File: src/rtl/sprite_scheduler_pkg.sv
// Shared constants and types for the per-scanline sprite scheduler.
// Screen/sprite geometry lives here so the table and engines agree on sizes.
package sprite_scheduler_pkg;

    localparam int unsigned RES_V         = 480;
    localparam int unsigned SPRITE_HEIGHT = 8;
    localparam int unsigned SPRITE_SCALE  = 2;
    localparam int unsigned SPR_LINES     = SPRITE_HEIGHT * SPRITE_SCALE;

    localparam int unsigned X_W    = 10;
    localparam int unsigned Y_W    = $clog2(RES_V);
    localparam int unsigned BUSY_W = $clog2(SPR_LINES + 1);

    typedef logic [BUSY_W-1:0] busy_t;

    typedef enum logic [0:0] {
        StIdle,
        StScan
    } sched_state_e;

endpackage

File: src/rtl/sprite_scheduler_engine_alloc.sv
// Lowest-index free engine picker: a combinational priority encoder over busy flags.
module sprite_scheduler_engine_alloc #(
    parameter int unsigned NUM_ENGINES = 2,
    parameter int unsigned IDX_W       = 1
) (
    input  logic [NUM_ENGINES-1:0] busy,
    output logic                   free_found,
    output logic [IDX_W-1:0]       free_idx
);

    always_comb begin
        free_found = 1'b0;
        free_idx   = '0;
        // Walk downwards so the lowest free index is the one left standing.
        for (int e = int'(NUM_ENGINES) - 1; e >= 0; e--) begin
            if (!busy[e]) begin
                free_found = 1'b1;
                free_idx   = IDX_W'(e);
            end
        end
    end

endmodule

File: src/rtl/sprite_scheduler.sv
// Scans the sprite slot table once per horizontal blank and hands matching slots to free
// draw engines; tracks engine occupancy in lines and merges the engines' pixel outputs.
module sprite_scheduler
    import sprite_scheduler_pkg::*;
#(
    parameter int unsigned NUM_SLOTS   = 8,
    parameter int unsigned NUM_ENGINES = 2
) (
    input  logic                           clk,
    input  logic                           rst,
    input  logic                           line_start,
    input  logic                           frame_start,
    input  logic [Y_W-1:0]                 pixel_y,
    input  logic                           wr_en,
    input  logic [$clog2(NUM_SLOTS)-1:0]   wr_idx,
    input  logic [X_W-1:0]                 wr_x,
    input  logic [Y_W-1:0]                 wr_y,
    input  logic                           wr_valid,
    input  logic [NUM_ENGINES-1:0]         eng_draw,
    output logic [NUM_ENGINES-1:0]         eng_start,
    output logic [NUM_ENGINES*X_W-1:0]     eng_x,
    output logic                           eng_clear,
    output logic                           pixel_draw,
    output logic [$clog2(NUM_SLOTS)-1:0]   hit_slot,
    output logic                           scan_busy,
    output logic                           overflow
);

    localparam int unsigned SLOT_W = $clog2(NUM_SLOTS);
    localparam int unsigned ENG_W  = (NUM_ENGINES > 1) ? $clog2(NUM_ENGINES) : 1;

    logic [X_W-1:0]       slot_x_q [NUM_SLOTS];
    logic [Y_W-1:0]       slot_y_q [NUM_SLOTS];
    logic [NUM_SLOTS-1:0] slot_valid_q;

    sched_state_e               state_q, state_d;
    logic [SLOT_W-1:0]          scan_idx_q, scan_idx_d;
    logic [Y_W-1:0]             line_y_q, line_y_d;
    busy_t                      busy_q [NUM_ENGINES];
    busy_t                      busy_d [NUM_ENGINES];
    logic [SLOT_W-1:0]          tag_q [NUM_ENGINES];
    logic [SLOT_W-1:0]          tag_d [NUM_ENGINES];
    logic [NUM_ENGINES*X_W-1:0] eng_x_q, eng_x_d;
    logic [NUM_ENGINES-1:0]     eng_start_q, eng_start_d;
    logic                       eng_clear_q, eng_clear_d;
    logic                       overflow_q, overflow_d;

    logic [NUM_ENGINES-1:0] busy_flag;
    logic                   free_found;
    logic [ENG_W-1:0]       free_idx;
    logic                   slot_match;

    always_comb begin
        for (int e = 0; e < int'(NUM_ENGINES); e++) begin
            busy_flag[e] = (busy_q[e] != '0);
        end
    end

    sprite_scheduler_engine_alloc #(
        .NUM_ENGINES (NUM_ENGINES),
        .IDX_W       (ENG_W)
    ) u_engine_alloc (
        .busy       (busy_flag),
        .free_found (free_found),
        .free_idx   (free_idx)
    );

    // Table reads are combinational from registers, so a same-cycle write is seen next pass.
    always_ff @(posedge clk or posedge rst) begin
        if (rst) begin
            for (int i = 0; i < int'(NUM_SLOTS); i++) begin
                slot_x_q[i] <= '0;
                slot_y_q[i] <= '0;
            end
            slot_valid_q <= '0;
        end else if (wr_en) begin
            slot_x_q[wr_idx]     <= wr_x;
            slot_y_q[wr_idx]     <= wr_y;
            slot_valid_q[wr_idx] <= wr_valid;
        end
    end

    assign slot_match = (state_q == StScan) && slot_valid_q[scan_idx_q]
                        && (slot_y_q[scan_idx_q] == line_y_q);

    always_ff @(posedge clk or posedge rst) begin
        if (rst) begin
            state_q <= StIdle;
        end else begin
            state_q <= state_d;
        end
    end

    always_comb begin
        state_d     = state_q;
        scan_idx_d  = scan_idx_q;
        line_y_d    = line_y_q;
        busy_d      = busy_q;
        tag_d       = tag_q;
        eng_x_d     = eng_x_q;
        eng_start_d = '0;
        eng_clear_d = 1'b0;
        overflow_d  = overflow_q;

        if (frame_start) begin
            state_d     = StIdle;
            eng_clear_d = 1'b1;
            overflow_d  = 1'b0;
            for (int e = 0; e < int'(NUM_ENGINES); e++) begin
                busy_d[e] = '0;
            end
        end else if (line_start) begin
            // A new line arriving mid-scan means the blank was too short for this table.
            if (state_q == StScan) begin
                overflow_d = 1'b1;
            end
            state_d    = StScan;
            scan_idx_d = '0;
            line_y_d   = pixel_y;
            for (int e = 0; e < int'(NUM_ENGINES); e++) begin
                busy_d[e] = (busy_q[e] != '0) ? busy_q[e] - busy_t'(1) : '0;
            end
        end else if (state_q == StScan) begin
            if (slot_match) begin
                if (free_found) begin
                    eng_start_d[free_idx]                = 1'b1;
                    eng_x_d[int'(free_idx)*X_W +: X_W]   = slot_x_q[scan_idx_q];
                    busy_d[free_idx]                     = busy_t'(SPR_LINES);
                    tag_d[free_idx]                      = scan_idx_q;
                end else begin
                    overflow_d = 1'b1;
                end
            end
            if (scan_idx_q == SLOT_W'(NUM_SLOTS - 1)) begin
                state_d = StIdle;
            end
            scan_idx_d = scan_idx_q + 1'b1;
        end
    end

    always_ff @(posedge clk or posedge rst) begin
        if (rst) begin
            scan_idx_q  <= '0;
            line_y_q    <= '0;
            for (int e = 0; e < int'(NUM_ENGINES); e++) begin
                busy_q[e] <= '0;
                tag_q[e]  <= '0;
            end
            eng_x_q     <= '0;
            eng_start_q <= '0;
            eng_clear_q <= 1'b0;
            overflow_q  <= 1'b0;
        end else begin
            scan_idx_q  <= scan_idx_d;
            line_y_q    <= line_y_d;
            busy_q      <= busy_d;
            tag_q       <= tag_d;
            eng_x_q     <= eng_x_d;
            eng_start_q <= eng_start_d;
            eng_clear_q <= eng_clear_d;
            overflow_q  <= overflow_d;
        end
    end

    always_comb begin
        scan_busy  = (state_q == StScan);
        eng_start  = eng_start_q;
        eng_x      = eng_x_q;
        eng_clear  = eng_clear_q;
        overflow   = overflow_q;
        pixel_draw = |eng_draw;
        hit_slot   = '0;
        for (int e = int'(NUM_ENGINES) - 1; e >= 0; e--) begin
            if (eng_draw[e]) begin
                hit_slot = tag_q[e];
            end
        end
    end

endmodule

File: config.mk
export PLATFORM = sky130hd
export DESIGN_NAME = sprite_scheduler
export DESIGN_NICKNAME = d
export VERILOG_FILES = /design/src/rtl/sprite_scheduler_pkg.sv /design/src/rtl/sprite_scheduler_engine_alloc.sv /design/src/rtl/sprite_scheduler.sv
export SDC_FILE = /design/constraint.sdc
export NUM_CORES = 1
export LEC_CHECK = 0
export ABC_AREA = 1
export CAP_MARGIN = 20
export CORE_ASPECT_RATIO = 0.9
export CORE_MARGIN = 10
export CORE_UTILIZATION = 64
export CTS_CLUSTER_DIAMETER = 60
export CTS_CLUSTER_SIZE = 12
export DETAILED_ROUTE_END_ITERATION = 8
export GPL_ROUTABILITY_DRIVEN = 0
export HOLD_SLACK_MARGIN = 0.1
export PLACE_DENSITY_LB_ADDON = 0.08
export SKIP_LAST_GASP = 1
export SLEW_MARGIN = 15
export SYNTH_ARGS = -nofsm -noshare
export SYNTH_HDL_FRONTEND = slang
export SYNTH_SLANG_ARGS = --single-unit
File: constraint.sdc
create_clock -name clk -period 12.87 [get_ports clk]
set_input_delay 1.287 -clock clk [delete_from_list [all_inputs] [get_ports clk]]
set_output_delay 1.287 -clock clk [all_outputs]
set_load 0.01 [all_outputs]
; ---- Word level (Yosys, flattened, before mapping)
; Cells that the tools add are included.
; W data, S select, Z words.
[word_totals]
in_bits = 39
romBits = 0
ram_bits = 0
n_memories = 0
ff_bits = 213
wordCells = 130
latchBits = 0
[classes]
n_bitwise = 8
div_mod_pow = 0
magnitude_cmp = 10
mux = 55
eq_ne = 3
shift = 2
reduce_logical = 19
addsub = 4
multipliers = 1
[op_table]
columns = cell, count
row1 = $bwmux W80, 1
row2 = $mux W10, 8
row3 = $bwmux W72, 1
row4 = $neg A5 Y34, 1
row5 = $shift A10 B34 Y20 const A, 1
row6 = $shiftx A10 B34 Y20, 1
row7 = $bmux W10 S3, 1
row8 = $demux W10 S3, 1
row9 = $bmux W9 S3, 1
row10 = $demux W9 S3, 1
row11 = $mux W9, 3
row12 = $bwmux W20, 1
row13 = $mux W1, 17
row14 = $mux W3, 5
row15 = $mux W5, 3
row16 = $mux W2, 5
row17 = $reduce_bool A5 Y1, 2
row18 = $sub A5 B1 Y5 const B, 2
row19 = $eq A9 B9 Y1, 1
row20 = $reduce_bool A3 Y1, 3
row21 = $and A8 B8 Y8, 1
row22 = $bwmux W8, 1
row23 = $ge A4 B4 Y1 const B, 2
row24 = $lt A3 B4 Y1 const B, 2
row25 = 27 further kinds, 37

; ---- Logic depth before layout (Yosys ltp)
; Gate-level depths: netlist of the first run.
[depth]
ltp_word = 15
depth_mapped = 18
mapped_depth_nobuf = 15

; ---- Hierarchy
; A second synthesis of the first run with hierarchy kept.
[hier_totals]
cells_unflattened = 1259
hier_area_um2 = 9967.1
[modules_own_cells]
columns = mod, cells_per_inst, n_inst, seq_area_each_um2, area_per_inst_um2
row1 = sprite_scheduler, 1256, 1, 5330.1, 9953.3
row2 = sprite_scheduler_engine_alloc, 3, 1, 0.0, 13.8

; ---- Worst setup path before layout of the first run
; OpenSTA, ideal clock, no wires.
[synth_timing]
kind = input to output
start = input eng_draw[0]
end = output hit_slot[0]
setup_slack_ns = 9.923
path_stages = 3
required_ns = 11.583
arrival_ns = 1.660
path_cell_list = inv_1 > nand2_1 > o21ai_0
[synth_between]
elab_chain_len = 1
[synth_rtl]
columns = element, line_no
row1 = from (decl), sprite_scheduler.sv:19  ; input logic [NUM_ENGINES-1:0] eng_draw,
row2 = $mux W3, sprite_scheduler.sv:174  ; if (eng_draw[e]) begin
row3 = to (decl), sprite_scheduler.sv:24  ; output logic [$clog2(NUM_SLOTS)-1:0] hit_slot,
; Every way passes these cells.

; ---- Worst setup path in the final report of the first run
; Ends and elaborated chain as after synthesis.

==> results of run 1 <==
[cell type report]
type | instances | area [um^2] | share of cell area
clock inverters | 2 | 13.8 | 0.00123
inverters | 116 | 445 | 0.0397
well taps | 202 | 253 | 0.0225
flip-flops and latches | 213 | 5330 | 0.475
multi-input cells | 851 | 3870 | 0.344
clock buffers | 22 | 529 | 0.0471
repair buffers | 81 | 788 | 0.0702
[where the power goes]
group / internal, uW / switching (uW) / total, uW
logic: 161 / 289 / 449
clock network: 290 / 237 / 527
registers: 785 / 66.3 / 852
total: 1240 / 592 / 1830
[through the flow]
step	hold WS (ns)	setup WS [ns]	cell area, um^2
2_1_floorplan	0.442	5.76	9980
3_3_place_gp	0.456	8.88	10700
3_5_place_dp	0.459	8.78	10700
4_1_cts	0.474	8.94	11200
5_1_grt	0.498	8.90	11200
6_report	0.468	8.95	11200
[tightest hold or removal path, cell delays in order, from the launching register on]
cell and delay (ns):
sky130_fd_sc_hd__dfrtp_1 0.34, sky130_fd_sc_hd__nand2_1 0.05, sky130_fd_sc_hd__nand2_1 0.04
[per-layer routing]
layer | up-vias | track usage | wire length, um | share of wire
li1 | 4064 | - | - | -
met1 | 4058 | 0.332 | 11200 | 0.46
met2 | 301 | 0.353 | 11100 | 0.45
met3 | 39 | 0.0405 | 1710 | 0.070
met4 | 0 | 0.0517 | 467 | 0.019
met5 | - | 0 | 0 | 0
[synth_stat cells, types with 3 or more instances]
| master | count |
|---|---|
| sky130_fd_sc_hd__o22ai_1 | 3 |
| sky130_fd_sc_hd__a32o_1 | 10 |
| sky130_fd_sc_hd__nand3_1 | 88 |
| sky130_fd_sc_hd__buf_1 | 6 |
| sky130_fd_sc_hd__nand2_1 | 455 |
| sky130_fd_sc_hd__xor2_1 | 4 |
| sky130_fd_sc_hd__inv_1 | 113 |
| sky130_fd_sc_hd__nand4_1 | 14 |
| sky130_fd_sc_hd__buf_2 | 5 |
| sky130_fd_sc_hd__o21ai_0 | 181 |
| sky130_fd_sc_hd__a21oi_1 | 25 |
| sky130_fd_sc_hd__o211ai_1 | 11 |
| sky130_fd_sc_hd__o21ai_1 | 4 |
| sky130_fd_sc_hd__buf_4 | 4 |
| sky130_fd_sc_hd__ha_1 | 6 |
| sky130_fd_sc_hd__dfrtp_1 | 213 |
| sky130_fd_sc_hd__nor2_1 | 35 |
| sky130_fd_sc_hd__buf_6 | 9 |
| sky130_fd_sc_hd__clkbuf_1 | 46 |
[kinds of logic after synthesis]
family	after synthesis
AND/OR/NAND/NOR	603
AO/OA/AOI/OAI	236
flip-flops	213
buffers and inverters	186
XOR/XNOR	6
adder cells (fa/ha/maj)	6
[state kept, by name, summed over array words and instances (netlist names)]
signal,flops
scan_idx_q,3
overflow,1
slot_x_q,80
line_y_q,9
scan_busy,1
eng_start,2
slot_valid_q,8
eng_clear,1
busy_q,10
tag_q,6
eng_x,20
slot_y_q,72
[final timing paths]
path | start | endpoint | slack [ns] | cells after the start
worst max-delay path | eng_draw[0] | hit_slot[0] | 8.95 | 5
worst min-delay path | eng_x[19] | eng_x[19] | 0.47 | 2
worst max register to register | scan_idx_q[2] | eng_x[15] | 9.47 | 11
worst min register to register | eng_x[19] | eng_x[19] | 0.47 | 2
max in group asynchronous | rst | busy_q[2] | 9.87 | 3
min in group asynchronous | rst | line_y_q[3] | 1.38 | 2
==> impl_summary.log, run 1 <==
[metrics] outcome: finished clean
[metrics] first-pass iteration count of the detailed router: 5
[metrics] maximum number of pins on one net before global-route repair: 133
[metrics] Cell Chain, Critical Path: clkdlybuf4s50_1 > inv_1 > nand2_1 > o21ai_0 > clkdlybuf4s50_1
[metrics] number of antenna violations at the first check in global routing: 0
[metrics] Final period util: 0.305
[metrics] max_cap viols: 0
[metrics] mean instance size in the synthesized netlist: 7.98 um^2
[metrics] Worst VDD drop: 124 uV
[metrics] number of global-route vias before repair: 7874
[metrics] class of the tightest hold or removal check: reg2reg
[metrics] worst clock skew on the final layout: 0.0201 ns
[metrics] clock transition time at the flip-flop clock pins of the worst setup and hold paths: 0.05 ns
[metrics] I/O pin total: 68
[metrics] max incr delay on CP: 0.56 ns
[metrics] cell mode on critical path: sky130_fd_sc_hd__clkdlybuf4s50_1
[metrics] Hold-fix buffers, CTS: 0
[metrics] worst rel slew slack: 0.316
[metrics] utilization after layout: 0.732
[metrics] post-synth top area share: 0.534
[metrics] # rows: 43
[metrics] top achievable clock speed: 0.255 GHz
[metrics] number of buffers created by CTS: 21
[metrics] Antenna Violating Nets Remaining: 0
[metrics] share of cell area taken by muxes after synthesis: 0
[metrics] area delta synth->final: 12.5%
[metrics] maximum count of clock buffers along a single path: 3
[metrics] data required time of the critical path: 11.58 ns
[metrics] aggregate negative setup slack: 0 ns
[metrics] overall power: 1830 uW
[metrics] Die Height: 138 um
[metrics] fraction of synthesis flops using an asynchronous set or reset pin: 1.00
[metrics] count of final hold-check violations: 0
[metrics] leading cell type in the layout, fill and taps excluded: sky130_fd_sc_hd__nand2_1
[metrics] Placed Cells: 1462
[metrics] type of the worst setup path: in2out
[metrics] top cell family by delay on the critical path: buffers and inverters
[metrics] Routed Wire Length: 24400 um
[metrics] later-pin clock latency in the skew report: 0.50 ns
[metrics] overall via count from detail_route: 8462
[metrics] Crit. End Element: output port
[metrics] number of enable-type register cells in the synthesized netlist: 0
[metrics] die area: 21000 um^2
[metrics] H-tree depth reported by CTS: 1
[metrics] Compound-Gate Fraction of Synth Area: 0.127
[metrics] GRT Util Overall: 0.229
[metrics] remaining routing DRC violations: 0
[metrics] CTS tree: yes
[metrics] Initial Utilization: 0.651
[metrics] width of the die: 152 um
[metrics] Layout fillers: 1242
[metrics] leakage power: 0.00561 uW
[metrics] net count of the mapped netlist: 1295
[metrics] Via density: 5.69
[metrics] buffers inserted during post-CTS setup optimization: 0
[metrics] Worst path slowest cell: sky130_fd_sc_hd__clkdlybuf4s50_1
[metrics] clock period minus worst slack: 3.92 ns
[metrics] prevailing post-synth register cell: sky130_fd_sc_hd__dfrtp_1
[metrics] initial drt markers: 702
[metrics] cell type with the highest aggregate area in the netlist: sky130_fd_sc_hd__dfrtp_1
[metrics] Post-Synthesis Cells: 1250
[metrics] Antenna Cells: 0
[metrics] Critical Path Fanout Max: 5
[metrics] post-synthesis adder-cell area fraction: 0.00752
[metrics] number of gates given a new drive strength after cts: 0
[metrics] ratio of cells with drive above 1 in the final layout: 0.0405
[metrics] number of synthesized register bits: 213
[metrics] biggest area contributors in the synthesized netlist: sky130_fd_sc_hd__dfrtp_1, sky130_fd_sc_hd__nand2_1, sky130_fd_sc_hd__o21ai_0
[metrics] count of synthesis-stage warnings from yosys: 0
[metrics] Setup Viol. Count Final: 0
[metrics] root buffer selected by CTS: sky130_fd_sc_hd__clkbuf_16
[metrics] Synth Area in XOR/XNOR: 0.00527
[metrics] distinct cell type count after synthesis: 32
[metrics] GRT overflow: 0
[metrics] worst path arrival time: 2.63 ns
[metrics] commonest cells after routing, fill and taps aside: sky130_fd_sc_hd__nand2_1, sky130_fd_sc_hd__dfrtp_1, sky130_fd_sc_hd__o21ai_0
[metrics] routed length per instance: 16.4 um
[metrics] slew at the pin closest to its max-slew limit: 1.03 ns
[metrics] number of standard cells in the layout, taps in and fillers out: 1487
[metrics] first-pass GRT wire length: 40100 um
[metrics] Final #Nets: 1329
[metrics] input/output buffers: 67
[metrics] post-synthesis simple-gate area fraction: 0.247
[metrics] RSZ-0062 raised after global routing: no
[metrics] pins over their slew limit: 0
[metrics] final HPWL from detailed placement: 14600 um
[metrics] placeable core region: 15300 um^2
[metrics] crit path buf inv count: 3
[metrics] fraction of the yosys area taken by sequential cells: 0.534
[metrics] launching element type of the critical path: primary input
[metrics] cell area after synthesis: 9980 um^2
[metrics] power density relative to cell area: 163 nW/um^2
[metrics] dominant combinational cell family by area after synthesis: simple AND/OR/NAND/NOR gates
[metrics] count of clock tree sinks: 213
(Power assumes the default switching activity.)
==> run 2: changes to the inputs <==
--- a/config.mk
+++ b/config.mk
@@ -9,7 +9,7 @@
 export CAP_MARGIN = 20
 export CORE_ASPECT_RATIO = 0.9
 export CORE_MARGIN = 10
-export CORE_UTILIZATION = 64
+export CORE_UTILIZATION = 53
 export CTS_CLUSTER_DIAMETER = 60
 export CTS_CLUSTER_SIZE = 12
 export DETAILED_ROUTE_END_ITERATION = 8
==> constraint.sdc (replaced) <==
create_clock -name clk -period 3.35 [get_ports clk]
set_input_delay 0.335 -clock clk [delete_from_list [all_inputs] [get_ports clk]]
set_output_delay 0.335 -clock clk [all_outputs]
set_load 0.01 [all_outputs]
==> run 2 against run 1 <==
  * Cell count increased by 3.4%
  * Global-route usage decreased by 2.7 points
  * First-iteration DRC count increased by 18%
  * Total power increased to 3.8 times the previous value
  * Sequential power increased to 3.8 times the previous value
  * Core utilization decreased by 12 points
  * Via count decreased by 3.6%
  * Sequential share of layout area decreased by 0.54 points
  * Die area increased by 18%
  * Non-clock buffer count increased by 7
  * Largest cell class unchanged
==> impl_summary.log, run 2 (synthesized netlist as in run 1, its figures left out) <==
[metrics] worst clock skew on the final layout: 0.0230 ns (+0.00287 ns)
[metrics] GRT Util Overall: 0.203 (-0.0266)
[metrics] number of global-route vias before repair: 7733 (-1.8%)
[metrics] initial drt markers: 831 (+18%)
[metrics] H-tree depth reported by CTS: 1 (unchanged)
[metrics] final HPWL from detailed placement: 15000 um (+3.0%)
[metrics] Antenna Violating Nets Remaining: 0 (unchanged)
[metrics] Largest Register: slot_x_q
[metrics] Die Height: 150 um (+8.5%)
[metrics] Placed Cells: 1513 (+3.5%)
[metrics] root buffer selected by CTS: sky130_fd_sc_hd__clkbuf_16
[metrics] count of final hold-check violations: 0 (unchanged)
[metrics] Final #Nets: 1336 (+0.53%)
[metrics] flip-flop count of the largest register after layout: 80 (unchanged)
[metrics] count of clock tree sinks: 213 (unchanged)
[metrics] Routed Wire Length: 24900 um (+1.9%)
[metrics] GRT overflow: 0 (unchanged)
[metrics] RSZ-0062 raised after global routing: no
[metrics] Final WS setup: 0.737 ns (-8.21 ns)
[metrics] remaining routing DRC violations: 0 (unchanged)
[metrics] commonest cells after routing, fill and taps aside: sky130_fd_sc_hd__nand2_1, sky130_fd_sc_hd__dfrtp_1, sky130_fd_sc_hd__o21ai_0
[metrics] maximum count of clock buffers along a single path: 3 (unchanged)
[metrics] Setup Viol. Count Final: 0 (unchanged)
[metrics] Critical Path Fanout Max: 50 (+45)
[metrics] top achievable clock speed: 0.383 GHz
[metrics] I/O pin total: 68 (unchanged)
[metrics] clock period minus worst slack: 2.61 ns
[metrics] clock transition time at the flip-flop clock pins of the worst setup and hold paths: 0.06 ns (about the same)
[metrics] number of buffers created by CTS: 21 (unchanged)
[metrics] global routing usage on met3: 0.0289 (-0.0115)
[metrics] slew at the pin closest to its max-slew limit: 0.894 ns (-0.132 ns)
[metrics] fraction of met2 tracks used by global routing: 0.307 (-0.0461)
[metrics] ratio of cells with drive above 1 in the final layout: 0.0449 (+0.00439)
[metrics] CTS tree: yes
[metrics] # rows: 47 (+9.3%)
[metrics] die area: 24700 um^2 (+18%)
[metrics] number of gates given a new drive strength after cts: 0 (unchanged)
[metrics] post-placement setup slack: 0.786 ns (-7.99 ns)
[metrics] data required time of the critical path: 3.73 ns (-7.85 ns)
[metrics] Final period util: 0.780
[metrics] max_cap viols: 0 (unchanged)
[metrics] pins over their slew limit: 0 (unchanged)
[metrics] Initial Utilization: 0.541 (-0.110)
[metrics] source of the worst register-to-register timing path: scan_idx_q[0]
[metrics] later-pin clock latency in the skew report: 0.50 ns (about the same)
[metrics] aggregate negative setup slack: 0 ns (unchanged)
[metrics] width of the die: 165 um (+8.6%)
[metrics] launching element type of the critical path: flop
[metrics] global routing usage on met1: 0.308 (-0.0244)
[metrics] outcome: finished clean
[metrics] routed length per instance: 16.2 um (-1.5%)
[metrics] Crit. End Element: flop
[metrics] leading cell type in the layout, fill and taps excluded: sky130_fd_sc_hd__nand2_1
[metrics] first-pass iteration count of the detailed router: 9 (+4)
[metrics] Hold-fix buffers, CTS: 0 (unchanged)
[metrics] first-pass GRT wire length: 41100 um (+2.6%)
[metrics] Worst VDD drop: 292 uV (+140%)
[metrics] busiest layer in global routing: met1
[metrics] overall via count from detail_route: 8156 (-3.6%)
[metrics] number of antenna violations at the first check in global routing: 0 (unchanged)
[metrics] Layout fillers: 1697 (+37%)
[metrics] worst rel slew slack: 0.404 (+0.0878)
[metrics] Via density: 5.30 (-6.8%)
[metrics] leakage power: 0.00565 uW (+0.67%)
[metrics] utilization after layout: 0.615 (-0.117)
[metrics] input/output buffers: 67 (unchanged)
[metrics] power density relative to cell area: 620 nW/um^2 (+280%)
[metrics] Antenna Cells: 0 (unchanged)
[metrics] number of standard cells in the layout, taps in and fillers out: 1538 (+3.4%)
[metrics] class of the tightest hold or removal check: in2async
[metrics] type of the worst setup path: reg2reg
[metrics] buffers inserted during post-CTS setup optimization: 0 (unchanged)
[metrics] area delta synth->final: 13.8%
[metrics] overall power: 7040 uW (+280%)
[metrics] worst path arrival time: 2.99 ns (+0.36 ns)
[metrics] placeable core region: 18500 um^2 (+20%)
[metrics] maximum number of pins on one net before global-route repair: 153 (+15%)
[metrics] launch point of the critical path: scan_idx_q[0]
[run 2: final cells by class]
cell class	count	area [um^2]	area share
timing repair buffer	88	853	0.0752
inverter	116	442	0.0389
multi-input combinational	851	3870	0.340
tap	245	307	0.0270
clock buffer	24	547	0.0482
sequential	213	5330	0.470
clock inverter	1	8.76	0.000771
[run 2: per-layer routing]
layer  vias up  wire length, um
li1       4078                -
met2       206            10800
met4         0              298
met5         -                0
met3        20             1640
met1      3852            12200
[run 2: power by group]
group | total (uW) | internal (uW) | leakage (uW) | switching, uW
Sequential | 3260 | 3020 | 0.00271 | 247
Combinational | 1700 | 630 | 0.00267 | 1070
Clock | 2070 | 1140 | 0.000273 | 929
[run 2: stage by stage]
step	hold slack, ns	area, um^2
after global routing	0.433	11400
after CTS	0.402	11400
after detailed placement	0.462	10800
final	0.354	11400
after global placement	0.456	10800
after floorplan	0.366	9980
[run 2: final timing paths]
path | end | slack (ns) | cells past startpoint
max in group asynchronous | tag_q[4] | 2.25 | 3
hold / removal | slot_y_q[2] | 0.35 | 3
hold reg to reg | eng_x[1] | 0.47 | 2
setup / recovery | eng_x[12] | 0.74 | 14
min in group clk | line_y_q[5] | 0.41 | 3
setup reg to reg | eng_x[12] | 0.74 | 14
[run 2: worst max-delay path, stage by stage, from the launching register on]
cell and delay, ns:
sky130_fd_sc_hd__dfrtp_2 0.44, sky130_fd_sc_hd__inv_4 0.39, sky130_fd_sc_hd__nand2_1 0.12, sky130_fd_sc_hd__nand3_1 0.10
sky130_fd_sc_hd__nand3_1 0.13, sky130_fd_sc_hd__nand3_1 0.11, sky130_fd_sc_hd__nand2_1 0.05, sky130_fd_sc_hd__inv_1 0.04
sky130_fd_sc_hd__nand2_1 0.10, sky130_fd_sc_hd__nor2_2 0.17, sky130_fd_sc_hd__nand3_2 0.13, sky130_fd_sc_hd__nor2_4 0.32
sky130_fd_sc_hd__inv_2 0.18, sky130_fd_sc_hd__nand2_1 0.11, sky130_fd_sc_hd__nand2_1 0.06
